**src/rtl/and_operand_join.sv**
```systemverilog
// and_operand_join: operand stage in front of and1.
// Two independent valid/ready streams (A and B) each feed a small circular
// FIFO. Heads are joined in arrival order into one registered pair
// (out_a/out_b) that drives and1's a/b ports directly. pair_count counts
// delivered pairs.
// Optional build macro AND_JOIN_PARITY_EN adds out_par = ^(out_a & out_b).
// That is the expected parity of and1's c for the presented pair. It is
// registered together with the pair.

// Circular-buffer FIFO. Each pointer carries one extra MSB so that a full
// FIFO and an empty FIFO have different pointer patterns.
module and_join_fifo #(
  parameter int G_WIDTH = 8,
  parameter int G_DEPTH = 4
) (
  input  logic               clk,
  input  logic               rst_n,
  input  logic [G_WIDTH-1:0] wr_data_i,
  input  logic               wr_valid_i,
  output logic               wr_ready_o,
  input  logic               rd_pop_i,
  output logic [G_WIDTH-1:0] rd_data_o,
  output logic               empty_o
);

  localparam int AW = $clog2(G_DEPTH);
  localparam logic [AW:0] PTR_ONE = {{AW{1'b0}}, 1'b1};

  logic [AW:0]        wr_ptr_q;
  logic [AW:0]        wr_ptr_d;
  logic [AW:0]        rd_ptr_q;
  logic [AW:0]        rd_ptr_d;
  logic [G_WIDTH-1:0] mem_q [G_DEPTH];
  logic               full;
  logic               empty;
  logic               push;
  logic               pop;

  assign full  = (wr_ptr_q[AW] != rd_ptr_q[AW]) &&
                 (wr_ptr_q[AW-1:0] == rd_ptr_q[AW-1:0]);
  assign empty = (wr_ptr_q == rd_ptr_q);

  // Ready depends only on reset and the full flag. It never depends on valid.
  // A full FIFO refuses a write even when it is popped on the same edge.
  assign wr_ready_o = rst_n & ~full;
  assign push       = wr_valid_i & wr_ready_o;
  assign pop        = rd_pop_i & ~empty;

  assign rd_data_o = mem_q[rd_ptr_q[AW-1:0]];
  assign empty_o   = empty;

  // Next pointer values. The pointers wrap naturally modulo 2*G_DEPTH.
  always_comb begin
    wr_ptr_d = wr_ptr_q;
    rd_ptr_d = rd_ptr_q;
    if (push) begin
      wr_ptr_d = wr_ptr_q + PTR_ONE;
    end
    if (pop) begin
      rd_ptr_d = rd_ptr_q + PTR_ONE;
    end
  end

  // Pointer registers. Reset empties the FIFO.
  always_ff @(posedge clk) begin
    if (!rst_n) begin
      wr_ptr_q <= '0;
      rd_ptr_q <= '0;
    end else begin
      wr_ptr_q <= wr_ptr_d;
      rd_ptr_q <= rd_ptr_d;
    end
  end

  // Storage array. Its contents are meaningless until written, so it has no
  // reset.
  always_ff @(posedge clk) begin
    if (push) begin
      mem_q[wr_ptr_q[AW-1:0]] <= wr_data_i;
    end
  end

endmodule

// Top level: two operand FIFOs, the join/output register and the pair counter.
module and_operand_join #(
  parameter int G_WIDTH = 8,
  parameter int G_DEPTH = 4
) (
  input  logic               clk,
  input  logic               rst_n,
  input  logic [G_WIDTH-1:0] a_data,
  input  logic               a_valid,
  output logic               a_ready,
  input  logic [G_WIDTH-1:0] b_data,
  input  logic               b_valid,
  output logic               b_ready,
  output logic [G_WIDTH-1:0] out_a,
  output logic [G_WIDTH-1:0] out_b,
  output logic               out_valid,
  input  logic               out_ready,
`ifdef AND_JOIN_PARITY_EN
  output logic               out_par,
`endif
  output logic [15:0]        pair_count
);

  logic [G_WIDTH-1:0] a_head;
  logic [G_WIDTH-1:0] b_head;
  logic               a_empty;
  logic               b_empty;
  logic               load;
  logic               xfer;

  logic [G_WIDTH-1:0] out_a_q;
  logic [G_WIDTH-1:0] out_a_d;
  logic [G_WIDTH-1:0] out_b_q;
  logic [G_WIDTH-1:0] out_b_d;
  logic               out_valid_q;
  logic               out_valid_d;
  logic [15:0]        pair_count_q;
  logic [15:0]        pair_count_d;

  and_join_fifo #(
    .G_WIDTH (G_WIDTH),
    .G_DEPTH (G_DEPTH)
  ) u_fifo_a (
    .clk        (clk),
    .rst_n      (rst_n),
    .wr_data_i  (a_data),
    .wr_valid_i (a_valid),
    .wr_ready_o (a_ready),
    .rd_pop_i   (load),
    .rd_data_o  (a_head),
    .empty_o    (a_empty)
  );

  and_join_fifo #(
    .G_WIDTH (G_WIDTH),
    .G_DEPTH (G_DEPTH)
  ) u_fifo_b (
    .clk        (clk),
    .rst_n      (rst_n),
    .wr_data_i  (b_data),
    .wr_valid_i (b_valid),
    .wr_ready_o (b_ready),
    .rd_pop_i   (load),
    .rd_data_o  (b_head),
    .empty_o    (b_empty)
  );

  // A pair is loaded only when both heads are present and the output
  // register is free or is being emptied on this edge.
  assign load = ~a_empty & ~b_empty & (~out_valid_q | out_ready);
  assign xfer = out_valid_q & out_ready;

  // Next state of the output register and the pair counter.
  always_comb begin
    out_a_d      = out_a_q;
    out_b_d      = out_b_q;
    out_valid_d  = out_valid_q;
    pair_count_d = pair_count_q;
    if (load) begin
      out_a_d     = a_head;
      out_b_d     = b_head;
      out_valid_d = 1'b1;
    end else if (xfer) begin
      out_valid_d = 1'b0;
    end
    if (xfer) begin
      pair_count_d = pair_count_q + 16'd1;
    end
  end

  // Output and counter registers. A mid-stream reset drops the presented pair.
  always_ff @(posedge clk) begin
    if (!rst_n) begin
      out_a_q      <= '0;
      out_b_q      <= '0;
      out_valid_q  <= 1'b0;
      pair_count_q <= '0;
    end else begin
      out_a_q      <= out_a_d;
      out_b_q      <= out_b_d;
      out_valid_q  <= out_valid_d;
      pair_count_q <= pair_count_d;
    end
  end

  assign out_a      = out_a_q;
  assign out_b      = out_b_q;
  assign out_valid  = out_valid_q;
  assign pair_count = pair_count_q;

`ifdef AND_JOIN_PARITY_EN
  logic out_par_q;
  logic out_par_d;

  // The parity bit is computed from the FIFO heads, so it is loaded in step
  // with the pair it describes.
  always_comb begin
    out_par_d = out_par_q;
    if (load) begin
      out_par_d = ^(a_head & b_head);
    end
  end

  // Parity register.
  always_ff @(posedge clk) begin
    if (!rst_n) begin
      out_par_q <= 1'b0;
    end else begin
      out_par_q <= out_par_d;
    end
  end

  assign out_par = out_par_q;
`endif

endmodule

```
**config.mk**
```make
export PLATFORM = sky130hd
export DESIGN_NAME = and_operand_join
export DESIGN_NICKNAME = d
export VERILOG_FILES = /design/src/rtl/and_operand_join.sv
export SDC_FILE = /design/constraint.sdc
export NUM_CORES = 1
export LEC_CHECK = 0
export ABC_CLOCK_PERIOD_IN_PS = 2800
export CAP_MARGIN = 30
export CELL_PAD_IN_SITES_DETAIL_PLACEMENT = 1
export CELL_PAD_IN_SITES_GLOBAL_PLACEMENT = 1
export CORE_ASPECT_RATIO = 1.4
export CORE_MARGIN = 8
export CORE_UTILIZATION = 25
export DETAILED_ROUTE_END_ITERATION = 10
export PLACE_DENSITY_LB_ADDON = 0.1
export SLEW_MARGIN = 15
export SYNTH_ARGS = -nofsm -noshare
export SYNTH_HDL_FRONTEND = slang
export SYNTH_SLANG_ARGS = --single-unit
```
**constraint.sdc**
```tcl
create_clock -name clk -period 2.8 [get_ports clk]
set_input_delay 0.56 -clock clk [delete_from_list [all_inputs] [get_ports clk]]
set_output_delay 0.56 -clock clk [all_outputs]
set_load 0.01 [all_outputs]
```
# Yosys cells after proc, flatten, opt, wreduce, memory -nomap -nowiden
# Memories as Yosys holds them, arrays and structs flattened. A register that Yosys moved wholly into a read port is not among the register bits.
# Index checks and enable logic that the tools add are counted.
# Widths: inputs -> output; s select.
[op_classes] eq_ne=6 bitwise_logic=15 addsub=5 mux=6 n_reduce_logical=5
[ops] cell="$add 16x1->16 const B" count=1
[ops] cell="$add 3x1->3 const B" count=4
[ops] cell="$and 1x1->1" count=9
[ops] cell="$eq 3x3->1" count=2
[ops] cell="$mux 1" count=6
[ops] cell="$not 1->1" count=5
[ops] cell="$eq 2x2->1" count=2
[ops] cell="$logic_and 1x1->1" count=2
[ops] cell="$logic_not 1->1" count=2
[ops] cell="$ne 1x1->1" count=2
[ops] cell="$reduce_bool 2->1" count=1
[ops] cell="$or 1x1->1" count=1
[totals] mem_bits_rw=64 memories=2 word_cells=45 reg_bits=29 out_inout_bits=35
[mem_list] name="u_fifo_a.mem_q" depth=4 width=8 read_ports=1 rd_clocked_by_memory_dff=1 write_ports=1 line="33" text="logic [G_WIDTH-1:0] mem_q [G_DEPTH];"
[mem_list] name="u_fifo_b.mem_q" depth=4 width=8 read_ports=1 rd_clocked_by_memory_dff=1 write_ports=1 line="33"

# Logic depth before layout (Yosys ltp)
# Gate-level depths: netlist (run 1).
[logic_depth] depth_word=7 depth_mapped=7 ltp_nobuf=5

# By module
# Synthesis (run 1) repeated with hierarchy kept, for this count alone.
[hier_totals] hier_cells=385 hier_area_um2=4833.4
[modules_own_cells] module="and_join_fifo (u_fifo_b)" instances=1 cells_each=115 seq_area_each_um2=1121.1 area_per_inst_um2=1746.7
[modules_own_cells] module="and_join_fifo (u_fifo_a)" instances=1 cells_each=111 seq_area_each_um2=1121.1 area_per_inst_um2=1739.2
[modules_own_cells] module="and_operand_join" instances=1 cells_each=159 seq_area_each_um2=660.6 area_per_inst_um2=1347.5

# Worst setup path after synthesis (run 1)
# Ideal clock, no wire load.
[synth_path] path_type="input to register" start="in rst_n" end="mem u_fifo_a.mem_q[1][0] (enable)" path_slack_ns=1.053 stages=3 arrival_time_ns=1.415 path_buffers=2 setup_ns=0.332 path_cell_list="clkbuf_1 clkbuf_1 and3_1"
[synth_between] elab_chain_cells=4
[synth_lines] item="start, declared" line="91" text="input logic rst_n,"
[synth_lines] item="$and 1x1->1" line="45" text="assign wr_ready_o = rst_n & ~full;"
[synth_lines] item="$and 1x1->1" line="46" text="assign push = wr_valid_i & wr_ready_o;"
[synth_lines] item="$mux 1" line="78" text="if (push) begin"
[synth_lines] item="$mux 1 (implied by the code)" line="79" text="mem_q[wr_ptr_q[AW-1:0]] <= wr_data_i;"
[synth_lines] item="end, declared" line="33"
# Every way passes these cells.

# Worst setup path after layout (run 1)
[layout_path] start="reg u_fifo_b.wr_ptr_q[0]" end="out b_ready"
[layout_between] elab_chain_cells=4
[layout_lines] item="start, declared" line="29" text="logic [AW:0] wr_ptr_q;"
[layout_lines] item="start signal, assigned" line="70" text="wr_ptr_q <= wr_ptr_d;"
[layout_lines] item="$eq 2x2->1" line="40" text="(wr_ptr_q[AW-1:0] == rd_ptr_q[AW-1:0]);"
[layout_lines] item="$logic_and 1x1->1" line="39" text="assign full = (wr_ptr_q[AW] != rd_ptr_q[AW]) &&"
[layout_lines] item="$not 1->1" line="45"
[layout_lines] item="$and 1x1->1" line="45"
[layout_lines] item="end, declared" line="97" text="output logic b_ready,"
# Every way passes these cells.

==> impl_results.md, run 1 <==
- Outcome: completed
- Synth top area share: 0.425
- Worst EP arrival: 1.84 ns
- DR WL/cell: 15.7 um
- Final Wtd Congestion: 0.659
- Pwr dens: 698 nW/um^2
- RSZ-0062 raised after global routing: false
- Placed Cells: 617
- Synth Area in Compound Gates: 0.0293
- Min-Delay Path Class: reg2reg
- TritonCTS buffer count: 9
- CTS tree: built
- Syn Inst Count: 328
- Crit end category: output port
- Crit path buf inv count: 1
- Post-synthesis xor/xnor area fraction: 0.0384
- Detailed-route DRC error count: 0
- Final WS setup: 0.404 ns
- CP max-delay cell: clkdlybuf4s50_1
- Die ar.: 22700 um^2
- Clk buf depth: 2
- Fraction of synthesized area in multiplexers: 0.133
- Max-capacitance violation count: 0
- Commonest non-fill, non-tap cells in the layout: edfxtp_1, clkdlybuf4s50_1, nand2_1
- Antenna-violating nets left: 0
- Net count after synthesis: 360
- Area grow syn2layout: 24.9%
- I/O Pins: 56
- Worst min-delay path endpoint: out_a[3]
- Nets@finish: 420
- CP delay by family, top: buffers and inverters
- Hold buffer count at CTS: 0
- Initial DRT Pass Iterations: 4
- CP Class: reg2out
- DR vias: 2691
- Post-CTS Setup Bufs: 0
- Root buffer cell: clkbuf_16
- Max-slew violations: 0
- Register area share after synthesis: 0.624
- Post-synthesis adder-cell area fraction: 0.0304
- Synthesized area: 4520 um^2
- Port Buffers: 55
- Diode count: 0
- Hold depth: 2
- Initial drt markers: 60
- CP cell instances: xnor2_1 > a31oi_1 > clkdlybuf4s50_1
- Most common cell after layout, fill and taps aside: edfxtp_1
- Detail Placement HPWL: 6940 um
- Vias in the first global route: 2994
- Die Ht: 175 um
- Worst rel slew slack: 0.623
- Synth Flop Type: edfxtp_1
- Share of post-route cells with drive strength above 1: 0.132
- Final hold violation count: 0
- Initial Util: 0.253
- Post-synth EDFFs: 64
- Antenna violations before repair: 0
- Setup crit start kind: register
- End of the worst register-to-register path: u_fifo_b.mem_q[2][7]
- Global-route wire length before repair: 16200 um
- Clock Skew: 0.00773 ns
- Main area contributors after synthesis: edfxtp_1, dfxtp_1, mux4_2, mux2i_1, nand2_1
- Worst R2R Path Depth: 3
- Asr flop ratio synth: 0
- Setup Slack @ Placement: 0.565 ns
- Number of placement rows: 58
- Final worst-path cycle share: 0.856
- DP Area: 5350 um^2
- Largest net degree at the start of global routing: 58
- Worst reg2reg path startpoint: u_fifo_b.wr_ptr_q[0]
- CP max stage delay: 0.60 ns
- Achievable Freq: 417 MHz
- GRT Overall Usage: 0.0955
- Final core utilization: 0.317
- GRT overflow: 0
- Core ar.: 17900 um^2
- Simple logic cell fraction of the synthesized area: 0.119
- Die Wd: 130 um
- Main combinational cell family by area after synthesis: multiplexers
- Yosys reg bits: 109
- Finished Layout Cells: 633
- Peak supply drop: 0.239 mV
- Final Cell Area: 5650 um^2
- Sum Neg Setup Slack: 0 ns
- Clk_lat worst skew: 0.36 ns
- H-tree level count: 3
- Distinct cell type count after synthesis: 39
- Post-DR vias/cell: 4.25
- Final Setup Violations: 0
- Area leader, netlist: edfxtp_1
- R2r setup slk: 1.03 ns
- Fin crit period: 2.40 ns
- Resized Gates After CTS: 0
- Syn. warnings: 0
- Hold path startpoint: out_a[3]
- Clock sinks: 109
- Worst path required time: 2.24 ns
- Crit-path max FO: 5
- Leak pwr: 0.00190 uW
- Clock slew seen by the registers of the worst setup and hold paths: 0.08 ns
- Syn_area_per_cell: 13.8 um^2
- Tightest Pin Transition: 0.565 ns
- WL final: 9960 um
[how the worst max path moves through the flow]
stage                         startpoint                    to  slack (ns)  cells after the start
floorplan                          rst_n  u_fifo_a.mem_q[1][0]        1.05                      3
global placement                 b_valid  u_fifo_b.mem_q[2][0]        0.58                      4
detailed placement               b_valid  u_fifo_b.mem_q[2][6]        0.57                      4
CTS                 u_fifo_b.wr_ptr_q[0]               b_ready        0.37                      3
global route        u_fifo_b.wr_ptr_q[1]               b_ready        0.29                      3
finish              u_fifo_b.wr_ptr_q[0]               b_ready        0.40                      3
[per-stage QoR]
stage                     hold slack, ns  power, uW
final                              0.459       3940
after global routing               0.488       4160
after CTS                          0.463       4040
after detailed placement           0.447       2740
after global placement             0.442       2730
after floorplan                    0.479       2410
[per-layer routing]
metal | track usage | wire [um]
met1 | 0.103 | 4260
met2 | 0.164 | 5060
met5 | 0 | 0
met4 | 0.0466 | 188
met3 | 0.0296 | 460
[cells by family after synthesis]
group,count (synthesis)
flops,109
simple gates,108
mux,40
buf+inv,23
xor+xnor,19
compound gates,18
fa+ha+maj,11
[cell usage after synthesis (3+ instances only)]
library cell   n
a21oi_1        5
and3_1         9
buf_2          3
buf_6          3
clkbuf_1       8
dfxtp_1       45
edfxtp_1      64
ha_1          11
inv_1          8
mux2i_1       24
mux4_2        16
nand2_1       48
nand2b_1       7
nand3_1        7
nand4_1        4
nor2_1        15
o21ai_0        3
xnor2_1       10
xor2_1         8
[worst reg2reg max path, cell delays in order (launching register included)]
cell	delay (ns)
dfxtp_1	0.43
xnor2_1	0.16
a31oi_2	0.30
and3_1	0.52
[cell type report]
cell class | instances | area (um^2)
clock buffers | 9 | 225
clock inverters | 7 | 73.8
fillers | 1944 | 12200
inverters | 8 | 30.0
multi-input cells | 196 | 1590
flip-flops and latches | 109 | 2820
well taps | 240 | 300
repair buffers | 64 | 613
[sequential cells by signal (all words and copies together), names as in the netlist, 3 cells and up]
signal and count:
u_fifo_a.mem_q 32, u_fifo_b.mem_q 32, pair_count 16, out_a 8, out_b 8, u_fifo_a.rd_ptr_q 3, u_fifo_a.wr_ptr_q 3, u_fifo_b.rd_ptr_q 3
u_fifo_b.wr_ptr_q 3
[power by group]
group,switching [uW],internal (uW),total (uW)
sequential,84.9,1820,1910
combinational,359,400,759
clock,642,634,1280
total,1090,2860,3940
(Power assumes the default switching activity.)
==> inputs of run 2 (changes only) <==
--- a/config.mk
+++ b/config.mk
@@ -11,7 +11,7 @@
 export CELL_PAD_IN_SITES_GLOBAL_PLACEMENT = 1
 export CORE_ASPECT_RATIO = 1.4
 export CORE_MARGIN = 8
-export CORE_UTILIZATION = 25
+export CORE_UTILIZATION = 30
 export DETAILED_ROUTE_END_ITERATION = 10
 export PLACE_DENSITY_LB_ADDON = 0.1
 export SLEW_MARGIN = 15
==> run 2 against run 1 <==
Final area fell by 1.4%. Cell count fell by 7.7%. Sequential power barely moved. Register-to-register slack worse by 0.13 ns. Flip-flop and latch count unchanged. Clock skew grew 0.00096 ns. Hold slack better by 0.0024 ns. Sequential share of layout area increased by 0.68 points. Critical path type unchanged. Critical endpoint unchanged. Largest cell class unchanged.
==> impl_results.md, run 2 (same netlist as run 1, synthesis figures left out) <==
- Initial drt markers: 51 (-15%)
- Setup crit start kind: register
- Pwr dens: 697 nW/um^2 (-0.11%)
- H-tree level count: 3 (unchanged)
- Die ar.: 19300 um^2 (-15%)
- Hold buffer count at CTS: 0 (unchanged)
- WL final: 9210 um (-7.5%)
- Die Ht: 161 um (-7.9%)
- Worst rel slew slack: 0.624 (+0.000718)
- Antenna violations before repair: 0 (unchanged)
- Post-CTS Setup Bufs: 0 (unchanged)
- Tightest Pin Transition: 0.564 ns (-0.00108 ns)
- Crit-path max FO: 5 (unchanged)
- Worst path required time: 2.24 ns (about the same)
- Sequential cell area: 2820 um^2 (unchanged)
- GRT Overall Usage: 0.102 (+0.00628)
- Leak pwr: 0.00189 uW (-0.63%)
- Nets@finish: 419 (-0.24%)
- Clock Skew: 0.00870 ns (+0.000963 ns)
- Diode count: 0 (unchanged)
- Max-capacitance violation count: 0 (unchanged)
- Antenna-violating nets left: 0 (unchanged)
- Crit end category: output port
- Detail Placement HPWL: 6690 um (-3.5%)
- CTS tree: built
- CP max stage delay: 0.57 ns (-0.03 ns)
- Filler cells: 1588 (-18%)
- Root buffer cell: clkbuf_16
- CP Class: reg2out
- Number of placement rows: 53 (-8.6%)
- Final Wtd Congestion: 0.707 (+7.4%)
- Initial DRT Pass Iterations: 4 (unchanged)
- Resized Gates After CTS: 0 (unchanged)
- RSZ-0062 raised after global routing: false
- Min-Delay Path Class: reg2reg
- Global-route wire length before repair: 15300 um (-5.6%)
- Initial Util: 0.303 (+0.0498)
- Die Wd: 120 um (-7.6%)
- CP cell instances: xnor2_1 > a31oi_1 > clkdlybuf4s50_1
- Clk buf depth: 2 (unchanged)
- Clock sinks: 109 (unchanged)
- Achievable Freq: 435 MHz (+4.3%)
- Final hold violation count: 0 (unchanged)
- Fin crit period: 2.30 ns (-0.0992 ns)
- DR WL/cell: 15.8 um (+0.21%)
- Commonest non-fill, non-tap cells in the layout: edfxtp_1, clkdlybuf4s50_1, nand2_1
- Core ar.: 14900 um^2 (-16%)
- Area grow syn2layout: 23.2%
- CP max-delay cell: clkdlybuf4s50_1
- Peak supply drop: 0.277 mV (+16%)
- Port Buffers: 55 (unchanged)
- Final Setup Violations: 0 (unchanged)
- I/O Pins: 56 (unchanged)
- Max-slew violations: 0 (unchanged)
- DR vias: 2654 (-1.4%)
- Multi-input gate area: 1590 um^2 (unchanged)
- Clock slew seen by the registers of the worst setup and hold paths: 0.07 ns (about the same)
- Vias in the first global route: 2895 (-3.3%)
- Sum Neg Setup Slack: 0 ns (unchanged)
- Post-DR vias/cell: 4.54 (+6.9%)
- Most common cell after layout, fill and taps aside: edfxtp_1
- Outcome: completed
- Worst EP arrival: 1.74 ns (-0.10 ns)
- Final worst-path cycle share: 0.820 (-0.0354)
- GRT overflow: 0 (unchanged)
- Clk_lat worst skew: 0.35 ns (about the same)
- Largest net degree at the start of global routing: 58 (unchanged)
- Detailed-route DRC error count: 0 (unchanged)
- Share of post-route cells with drive strength above 1: 0.130 (-0.00221)
- TritonCTS buffer count: 9 (unchanged)
- Hold Slack: 0.461 ns (+0.00238 ns)
## run 2: changes by cell type in the layout (fill, tap and decap cells not counted), sizes merged
| cell | delta |
|---|---|
| buf | -1 |
| inv | -1 |
| clkinvlp | +1 |
## run 2: final timing paths
path | start | to | slack, ns | cells past startpoint
worst max-delay path | u_fifo_b.wr_ptr_q[0] | b_ready | 0.50 | 3
worst min-delay path | out_a[2] | out_a[2] | 0.46 | 2
worst max register to register | u_fifo_b.wr_ptr_q[0] | u_fifo_b.mem_q[0][4] | 0.90 | 3
worst min register to register | out_a[2] | out_a[2] | 0.46 | 2
## run 2: report_power, final
part           internal (uW)  switching [uW]
Combinational            398             357
Sequential              1820            83.9
Clock                    624             599
Total                   2850            1040
## run 2: worst max-delay path, delay by kind of cell (launching register included)
kind	cells	cell delay, ns
compound gates	1	0.22
buf+inv	1	0.57
xor+xnor	1	0.16
flops	1	0.44
## run 2: stage by stage
step            util  instances  power (uW)  setup slack [ns]  cell area (um^2)
2_1_floorplan      -        328        2410              1.05              4520
3_3_place_gp   0.354        568        2720             0.508              5280
3_5_place_dp   0.354        568        2730             0.465              5280
4_1_cts        0.374        584        3980             0.437              5570
5_1_grt        0.374        584        4080             0.349              5570
6_report       0.374        584        3890             0.503              5570
## run 2: cell type report
| class | instances | share of cell area |
|---|---|---|
| multi-input combinational | 196 | 0.284 |
| sequential | 109 | 0.506 |
| inverter | 8 | 0.00539 |
| tap | 192 | 0.0431 |
| clock inverter | 7 | 0.0117 |
| clock buffer | 9 | 0.0404 |
| timing repair buffer | 63 | 0.109 |
## run 2: per-layer routing
| layer | routed length, um | vias to the layer above | global-route usage | share of wire |
|---|---|---|---|---|
| met2 | 4790 | 40 | 0.180 | 0.52 |
| met1 | 3890 | 1291 | 0.110 | 0.42 |
| met3 | 327 | 13 | 0.0220 | 0.035 |
| li1 | - | 1310 | - | - |
| met4 | 209 | 0 | 0.0547 | 0.023 |
| met5 | 0 | - | 0 | 0 |
